`src/rtl/link_pkg.sv`:
```
// Shared definitions for the board-to-board status link: FSM states, frame constants
// and payload field layout, common to the transmitter and the future receiver.
package link_pkg;

  typedef enum logic [2:0] {IDLE, START, DATA, PARITY, STOP} link_state_e;

  localparam logic START_BIT  = 1'b0;
  localparam logic STOP_BIT   = 1'b1;
  localparam int   FRAME_BITS = 11;

  localparam int PAYLOAD_W  = 8;
  localparam int RESULT_LSB = 0;
  localparam int RESULT_W   = 2;
  localparam int HP_LSB     = 2;
  localparam int HP_W       = 2;
  localparam int STATE_LSB  = 4;
  localparam int STATE_W    = 4;

  function automatic logic [PAYLOAD_W-1:0] pack_payload(
    input logic [RESULT_W-1:0] result,
    input logic [HP_W-1:0]     hp,
    input logic [STATE_W-1:0]  ctrl
  );
    logic [PAYLOAD_W-1:0] p;
    p = '0;
    p[RESULT_LSB +: RESULT_W] = result;
    p[HP_LSB +: HP_W]         = hp;
    p[STATE_LSB +: STATE_W]   = ctrl;
    return p;
  endfunction

endpackage

```
`src/rtl/link_tx_baud_tick.sv`:
```
// Bit-period counter: counts 0..CYCLES-1 and wraps, tick marks the last count of a period.
// Held at zero while clr is high, so the first period after clr drops is a full one.
module baud_tick #(
  parameter  int unsigned CYCLES = 5000,
  localparam int unsigned W      = $clog2(CYCLES)
) (
  input  logic         clk,
  input  logic         rst,
  input  logic         clr,
  output logic [W-1:0] cnt,
  output logic         tick
);

  localparam logic [W-1:0] LAST = W'(CYCLES - 1);

  logic [W-1:0] cnt_q, cnt_d;

  assign tick = (cnt_q == LAST);
  assign cnt  = cnt_q;

  always_comb begin
    cnt_d = cnt_q + W'(1);
    if (clr || tick) cnt_d = '0;
  end

  always_ff @(posedge clk or posedge rst) begin
    if (rst) cnt_q <= '0;
    else     cnt_q <= cnt_d;
  end

endmodule

```
`src/rtl/link_tx.sv`:
```
// Serial status transmitter: start, payload LSB first, even parity, stop, idle-high line.
// One-deep pending buffer lets a new SEND ride behind the frame on the line (newest wins).
module link_tx
  import link_pkg::*;
#(
  parameter int unsigned BIT_CYCLES = 5000,
  parameter int unsigned DATA_BITS  = 8
) (
  input  logic       CLK,
  input  logic       RST,
  input  logic       SEND,
  input  logic [1:0] RESULT,
  input  logic [1:0] HP,
  input  logic [3:0] STATE,
  output logic       TXD,
  output logic       BUSY,
  output logic       DONE,
  output logic       OVERRUN
);

  localparam int unsigned      CNT_W    = $clog2(BIT_CYCLES);
  localparam logic [CNT_W-1:0] DONE_AT  = CNT_W'(BIT_CYCLES - 2);
  localparam logic [2:0]       IDX_LAST = 3'(DATA_BITS - 1);

  link_state_e          state_q, state_d;
  logic [DATA_BITS-1:0] shreg_q, shreg_d;
  logic [DATA_BITS-1:0] pend_dat_q, pend_dat_d;
  logic [2:0]           idx_q, idx_d;
  logic                 par_q, par_d;
  logic                 pend_q, pend_d;
  logic                 launch_q, launch_d;
  logic                 txd_q, txd_d;
  logic                 busy_q, busy_d;
  logic                 done_q, done_d;
  logic                 ovr_q, ovr_d;

  logic [CNT_W-1:0]     cnt;
  logic                 tick;
  logic                 frame_end;
  logic [DATA_BITS-1:0] payload;

  assign payload   = DATA_BITS'(pack_payload(RESULT, HP, STATE));
  assign frame_end = (state_q == STOP) && tick;

  baud_tick #(.CYCLES(BIT_CYCLES)) u_baud (
    .clk  (CLK),
    .rst  (RST),
    .clr  (state_q == IDLE),
    .cnt  (cnt),
    .tick (tick)
  );

  always_comb begin
    state_d    = state_q;
    shreg_d    = shreg_q;
    par_d      = par_q;
    idx_d      = idx_q;
    pend_d     = pend_q;
    pend_dat_d = pend_dat_q;
    launch_d   = 1'b0;
    ovr_d      = 1'b0;
    // Registered DONE must be raised one count early to land on the stop bit's last cycle.
    done_d     = (state_q == STOP) && (cnt == DONE_AT);

    case (state_q)
      IDLE:   if (launch_q) state_d = START;
      START:  if (tick) begin
                state_d = DATA;
                idx_d   = '0;
              end
      DATA:   if (tick) begin
                shreg_d = shreg_q >> 1;
                if (idx_q == IDX_LAST) state_d = PARITY;
                else                   idx_d   = idx_q + 3'd1;
              end
      PARITY: if (tick) state_d = STOP;
      STOP:   if (tick) begin
                if (pend_q) begin
                  shreg_d = pend_dat_q;
                  par_d   = ^pend_dat_q;
                  pend_d  = 1'b0;
                  state_d = START;
                end else begin
                  state_d = IDLE;
                end
              end
      default: state_d = IDLE;
    endcase

    if (SEND) begin
      if (state_q == IDLE && !launch_q) begin
        shreg_d  = payload;
        par_d    = ^payload;
        launch_d = 1'b1;
      end else if (frame_end && !pend_q) begin
        shreg_d = payload;
        par_d   = ^payload;
        state_d = START;
      end else begin
        // A pending payload drained on this same edge is not an overrun.
        ovr_d      = pend_q && !frame_end;
        pend_d     = 1'b1;
        pend_dat_d = payload;
      end
    end

    case (state_d)
      START:   txd_d = START_BIT;
      DATA:    txd_d = shreg_d[0];
      PARITY:  txd_d = par_d;
      default: txd_d = STOP_BIT;
    endcase
    busy_d = (state_d != IDLE);
  end

  always_ff @(posedge CLK or posedge RST) begin
    if (RST) begin
      state_q    <= IDLE;
      shreg_q    <= '0;
      pend_dat_q <= '0;
      idx_q      <= '0;
      par_q      <= 1'b0;
      pend_q     <= 1'b0;
      launch_q   <= 1'b0;
      txd_q      <= 1'b1;
      busy_q     <= 1'b0;
      done_q     <= 1'b0;
      ovr_q      <= 1'b0;
    end else begin
      state_q    <= state_d;
      shreg_q    <= shreg_d;
      pend_dat_q <= pend_dat_d;
      idx_q      <= idx_d;
      par_q      <= par_d;
      pend_q     <= pend_d;
      launch_q   <= launch_d;
      txd_q      <= txd_d;
      busy_q     <= busy_d;
      done_q     <= done_d;
      ovr_q      <= ovr_d;
    end
  end

  assign TXD     = txd_q;
  assign BUSY    = busy_q;
  assign DONE    = done_q;
  assign OVERRUN = ovr_q;

endmodule

```
`config.mk`:
```
export PLATFORM = sky130hd
export DESIGN_NAME = link_tx
export DESIGN_NICKNAME = d
export VERILOG_FILES = /design/src/rtl/link_pkg.sv /design/src/rtl/link_tx_baud_tick.sv /design/src/rtl/link_tx.sv
export SDC_FILE = /design/constraint.sdc
export NUM_CORES = 1
export LEC_CHECK = 0
export BUFFER_PORTS_ARGS = -buffer_cell sky130_fd_sc_hd__buf_2
export CAP_MARGIN = 20
export CELL_PAD_IN_SITES_DETAIL_PLACEMENT = 1
export CELL_PAD_IN_SITES_GLOBAL_PLACEMENT = 1
export CORE_ASPECT_RATIO = 1.4
export CORE_MARGIN = 4
export CORE_UTILIZATION = 49
export CTS_BUF_LIST = sky130_fd_sc_hd__clkbuf_2
export DETAILED_ROUTE_END_ITERATION = 6
export PLACE_DENSITY = 0.83
export SYNTH_ARGS = -nofsm -noshare
export SYNTH_HDL_FRONTEND = slang
export SYNTH_SLANG_ARGS = --single-unit
```
`constraint.sdc`:
```
create_clock -name CLK -period 2.4 [get_ports CLK]
set_clock_uncertainty 0.2 [all_clocks]
set_input_delay 0.36 -clock CLK [delete_from_list [all_inputs] [get_ports CLK]]
set_output_delay 0.36 -clock CLK [all_outputs]
set_load 0.005 [all_outputs]
```
# ---- After elaboration in Yosys (flattened, before gate mapping)
# Index checks and enable logic that the tools add are counted.
dict set report totals {
  reg_bits 42
  latchBits 0
  ram_bits 0
  rom_bits 0
  inputBits 11
  out_inout_bits 4
  elab_cells 85
  memories 0
}
dict set report op_classes {
  n_addsub 2
  multipliers 0
  div 0
  magnitude_cmp 0
  n_eq_ne 13
  shifts 0
  n_mux 40
  bitwise 2
  n_reduce_logical 16
}
# operator count
set op_table {}
lappend op_table {{8-bit 2-to-1 mux} 6}
lappend op_table {{3-bit 2-to-1 mux} 12}
lappend op_table {{13-bit == test, second input constant} 2}
lappend op_table {{1-bit 2-to-1 mux} 17}
lappend op_table {{8-bit case mux with 2 select lines} 1}
lappend op_table {{8-bit parity} 2}
lappend op_table {{3-bit case mux with 5 select lines} 1}
lappend op_table {{13-bit by 1-bit adder with 13-bit output, second input constant} 1}
lappend op_table {{13-bit 2-to-1 mux} 1}
lappend op_table {{3-bit by 2-bit == test with 1-bit output, second input constant} 4}
lappend op_table {{3-bit by 1-bit == test with 1-bit output, second input constant} 2}
lappend op_table {{3-bit == test, second input constant} 2}
lappend op_table {{2-bit inequality test, second input constant} 3}
lappend op_table {{3-bit case mux with 2 select lines} 1}
lappend op_table {{1-bit logical AND} 5}
lappend op_table {{4-bit AND reduction} 1}
lappend op_table {{3-bit by 1-bit adder with 3-bit output, second input constant} 1}
lappend op_table {{1-bit logical NOT} 3}
lappend op_table {{3-bit logical NOT} 1}
lappend op_table {{1-bit case mux with 3 select lines} 1}
lappend op_table {{3-bit AND reduction} 1}
lappend op_table {{3-bit nonzero test} 1}
lappend op_table {{1-bit inverter} 2}
lappend op_table {{2-bit nonzero test} 1}
lappend op_table {{1-bit logical OR} 1}

# ---- Depth between registers and ports, before layout
dict set report depth {
  word_depth 9
  depth_mapped 8
}

# ---- Modules after synthesis
# A second synthesis with hierarchy kept.
dict set report hier_totals {
  cells_unflattened 211
  area_unflattened_um2 2228.4
}
# mod n_inst cells_per_inst area_per_inst_um2 seq_area_each_um2
set modules_own_cells {}
lappend modules_own_cells {link_tx 1 147 1602.8 726.9}
lappend modules_own_cells {baud_tick 1 64 625.6 325.3}

# ---- Worst setup path before layout
# Ideal clock, no wire load.
dict set report synth_path {
  path_kind {reg2reg}
  start {register u_baud.cnt_q[0], in the netlist u_baud.cnt[0]}
  end {register pend_dat_q[0]}
  setup_time_ps 128
  arrival_time_ps 1719
  required_time_ps 2072
  slack_ps 353
  stages_incl_launch_ff 7
  n_path_buf 1
  period_less_slack_ps 2047
  cell_sequence {dfrtp_1 > ha_1 > and4_1 > and4_1 > buf_6 > a21boi_4 > mux2_1}
}
dict set report synth_between {
  elab_chain_len 5
}
# element line_no
set synth_rtl {}
lappend synth_rtl {{start: declaration} link_tx_baud_tick.sv:16} ;# logic [W-1:0] cnt_q, cnt_d;
lappend synth_rtl {{start signal: assignment} link_tx_baud_tick.sv:28} ;# else cnt_q <= cnt_d;
lappend synth_rtl {{13-bit == test} link_tx_baud_tick.sv:18} ;# assign tick = (cnt_q == LAST);
lappend synth_rtl {{1-bit logical AND} link_tx.sv:43} ;# assign frame_end = (state_q == STOP) && tick;
lappend synth_rtl {{1-bit logical AND} link_tx.sv:95} ;# end else if (frame_end && !pend_q) begin
lappend synth_rtl {{1-bit inverter (no source line)} -}
lappend synth_rtl {{3-bit AND reduction (no source line)} -}
lappend synth_rtl {{end signal: assignment} link_tx.sv:132} ;# pend_dat_q <= pend_dat_d;
lappend synth_rtl {{end: declaration} link_tx.sv:27} ;# logic [DATA_BITS-1:0] pend_dat_q, pend_dat_d;
# No other way between the ends.
# A chain may end at the register's enable or synchronous reset.

# ---- Worst setup path in the final report
dict set report layout_path {
  start {register u_baud.cnt_q[0], in the netlist u_baud.cnt[0]}
  end {register shreg_q[6]}
}
dict set report layout_between {
  elab_chain_len 6
  word_cells_on_any_way 9
  cone_classes {1 x eq/ne; 6 x mux; 2 x reduce/logical}
}
# element line_no
set layout_rtl {}
lappend layout_rtl {{13-bit == test *} link_tx_baud_tick.sv:18}
lappend layout_rtl {{8-bit 2-to-1 mux, or another cell as far along} link_tx.sv:77} ;# STOP: if (tick) begin
lappend layout_rtl {{8-bit case mux with 2 select lines or 1-bit logical AND (tied branches)} {link_tx.sv:65, link_tx.sv:95}}
lappend layout_rtl {{8-bit 2-to-1 mux} link_tx.sv:95}
lappend layout_rtl {{8-bit 2-to-1 mux} link_tx.sv:91} ;# if (state_q == IDLE && !launch_q) begin
lappend layout_rtl {{8-bit 2-to-1 mux *} link_tx.sv:90} ;# if (SEND) begin
lappend layout_rtl {{named net shreg_d[6]} link_tx.sv:26} ;# logic [DATA_BITS-1:0] shreg_q, shreg_d;
lappend layout_rtl {{end signal: assignment} link_tx.sv:131} ;# shreg_q <= shreg_d;
lappend layout_rtl {{end: declaration} link_tx.sv:26}
# Mark *: on every way through the listed nets, which the timed path passes. The rest lies on a longest branch.

==> flow_metrics.py <==
metrics = {
    "place": {
        "port_buffers": 14,
        "dp.cells": 294,
        "dp_hpwl_um": 3880,
        "gp_congestion": 0.773,
    },
    "synthesis": {
        "synth_fp_nets": 231,
        "synth_ff_type": "dfrtp_1",
        "ys_ff_latch": 42,
        "synth_enable_flop_cells": 0,
        "synth.distinct_cells": 45,
        "ys_seq_area_share_pct": 46.8,
        "ys_async_sr_fraction_pct": 100,
        "synthTopCellsByCount": "dfrtp_1 (41), nor2_1 (31), nand2_1 (18), xnor2_1 (18), mux2_1 (8)",
        "yosysTopAreaCell": "dfrtp_1",
        "yosys-top-cells-area": "dfrtp_1 (46%), xnor2_1 (7.0%), nor2_1 (5.2%)",
        "avgSynthCellArea_um2": 10.4,
        "syn_area_mm2": 0.00225,
        "synth.most_common_cell": "dfrtp_1",
        "synth_top_area_share_pct": 45.6,
        "yosys_warnings": 0,
        "synth_cells": 216,
    },
    "clock_tree": {
        "cts_max_level": 2,
        "cts_buffer_depth": 2,
        "cts_tree": "built",
        "cts_buffers": 5,
        "cts_sinks": 42,
        "clk_latency_ns": 0.42,
        "clock-root-buffer": "clkbuf_2",
        "clk_pin_slew_worst_paths_ns": 0.21,
    },
    "floorplanning": {
        "fp.dieH_um": 88.2,
        "coreArea_mm2": 0.00434,
        "start_util_pct": 51.8,
        "chipWidth_um": 65.3,
        "io_pins": 15,
        "die-area_mm2": 0.00575,
        "num_rows": 28,
    },
    "grt": {
        "grt_antenna_before_repair": 0,
        "grt_max_degree": 43,
        "gr-total-overflow": 0,
        "grt_pass1_vias": 1904,
        "grt_pass1_wl_um": 9250,
        "grt_use_total_pct": 21.3,
    },
    "setup_path": {
        "critPathCaptureType": "register",
        "crit_required_ns": 2.56,
        "r2r_start": "u_baud.cnt[0]",
        "cp-startpoint": "u_baud.cnt[0]",
        "r2r_setup_slack_ns": 0.17,
        "cp-endpoint": "shreg_q[6]",
        "arrival_ns": 2.39,
        "reg2regPathDepth": 7,
        "critPathMaxFanout": 12,
        "crit_type": "register to register",
        "timing.rr.end": "shreg_q[6]",
        "cp-start-kind": "register",
    },
    "timing": {
        "min_period_ns": 2.23,
        "tightest_slew_ns": 0.536,
        "max_freq_mhz": 449,
        "min_period_over_period_pct": 92.8,
        "fin_setup_tns_ns": 0,
        "timing.final.hold_violations": 0,
        "setup_viol": 0,
        "rsz0062_at_grt": "false",
        "slew-limit-headroom_pct": 64.3,
        "drv_slew": 0,
    },
    "drt": {
        "wl_per_cell_um": 17.3,
        "drtAntennaViolNets": 0,
        "drt_pass1_iterations": 4,
        "drc_errors": 0,
        "drt_wl_total_um": 5380,
        "via_per_inst": 5.61,
        "drtIter0Drc": 47,
        "via_count": 1746,
    },
    "outcome": {
        "status": "finished, final reports clean",
    },
    "final_layout": {
        "area_growth_pct": 14.2,
        "fin_util_pct": 59.2,
        "diodes": 0,
        "nNetsFinal": 265,
        "stdcell_count": 311,
        "drive_gt1_share_pct": 17.9,
    },
    "min_path": {
        "hp-class": "primary input to register",
    },
    "power_and_ir_drop": {
        "ir_drop_uv": 345,
        "power_density_mw_per_mm2": 454,
        "p_leak_uw": 0.00111,
    },
    "flow_run": {
        "maxCapViolations": 0,
    },
}
## cells by family (layout without fill, tap and decap cells)
family          after synthesis  count (layout)  synth area share (%)
simple gates                 89              89                  20.9
flops                        42              42                  46.8
compound gates               31              31                  10.9
xor+xnor                     25              25                  9.73
mux                          13              13                  6.40
buf+inv                      11              46                  2.67
fa+ha+maj                     5               5                  2.67
## worst min path at each step
stage / slack (ns) / endpoint / startpoint / cells past startpoint
floorplan: 0.25 / u_baud.cnt[0] / u_baud.cnt[0] / 1
global placement: 0.27 / u_baud.cnt[0] / u_baud.cnt[0] / 1
detailed placement: 0.29 / u_baud.cnt[0] / u_baud.cnt[0] / 1
CTS: 0.06 / launch_q / SEND / 2
global route: 0.05 / launch_q / SEND / 2
finish: 0.07 / launch_q / SEND / 2
## cell type report
| cell class | count | area [um^2] |
|---|---|---|
| clock inverters | 2 | 8.76 |
| repair buffers | 34 | 243 |
| inverters | 4 | 15.0 |
| fillers | 505 | 1770 |
| flip-flops and latches | 42 | 1050 |
| clock buffers | 6 | 30.0 |
| well taps | 60 | 75.1 |
| multi-input cells | 163 | 1150 |
## flip-flops by register name, indices dropped and copies added (netlist names)
name and flops:
DONE 1, state_q 3, TXD 1, idx_q 3, BUSY 1, pend_dat_q 8, OVERRUN 1, shreg_q 8
pend_q 1, u_baud.cnt 13, launch_q 1, par_q 1
## where the power goes
part	switching, uW	leakage [uW]	internal [uW]	total, uW
logic	61.7	0.000589	65.5	127
clock network	232	0.0000304	71.5	303
registers	14.4	0.000486	723	737
## critical path, cell delays in order (launching register included)
cell	delay (ns)
dfrtp_1	0.45
ha_1	0.27
and4_1	0.21
and4_2	0.32
a31oi_4	0.28
buf_4	0.24
nor2_1	0.06
a31oi_1	0.15
## what timing repair did
item,CTS,global route
endpoints found under the hold margin,53,0
hold buffers,9,0
endpoints found under the setup margin,0,10
buffers inserted,0,0
gates resized for setup,0,3
## cells in the final DEF (no fill, tap or decap), drive strengths merged, types with 2 or more instances in the layout
master / count
a31oi: 8
dfrtp: 41
nand3: 5
buf: 25
a22oi: 6
nor3b: 2
nor2: 31
nor3: 5
inv: 4
o21ai: 3
xor2: 7
nand2: 18
and3: 3
clkbuf: 6
ha: 4
a21oi: 4
xnor2: 18
and2: 4
dlygate4sd3: 9
and4: 3
mux2i: 5
mux2: 8
nor4: 3
nor2b: 4
nand4: 5
or3: 3
clkinv: 2
o31ai: 4
## stage by stage
stage	cell area (um^2)	power [uW]	hold slack (ns)	setup slack [ns]
3_5_place_dp	2430	867	0.286	0.0365
6_report	2570	1170	0.0713	0.174
3_3_place_gp	2430	864	0.270	0.124
5_1_grt	2570	1230	0.0537	0.0100
2_1_floorplan	2250	828	0.255	0.353
4_1_cts	2560	1180	0.0565	0.0403
## metal layers
| metal | GRT usage [%] | wire, um |
|---|---|---|
| met5 | 0 | 0 |
| met3 | 3.47 | 83 |
| met2 | 40.5 | 3090 |
| met1 | 23.8 | 2090 |
| met4 | 7.36 | 118 |
Power figures use the tool's default switching activity.
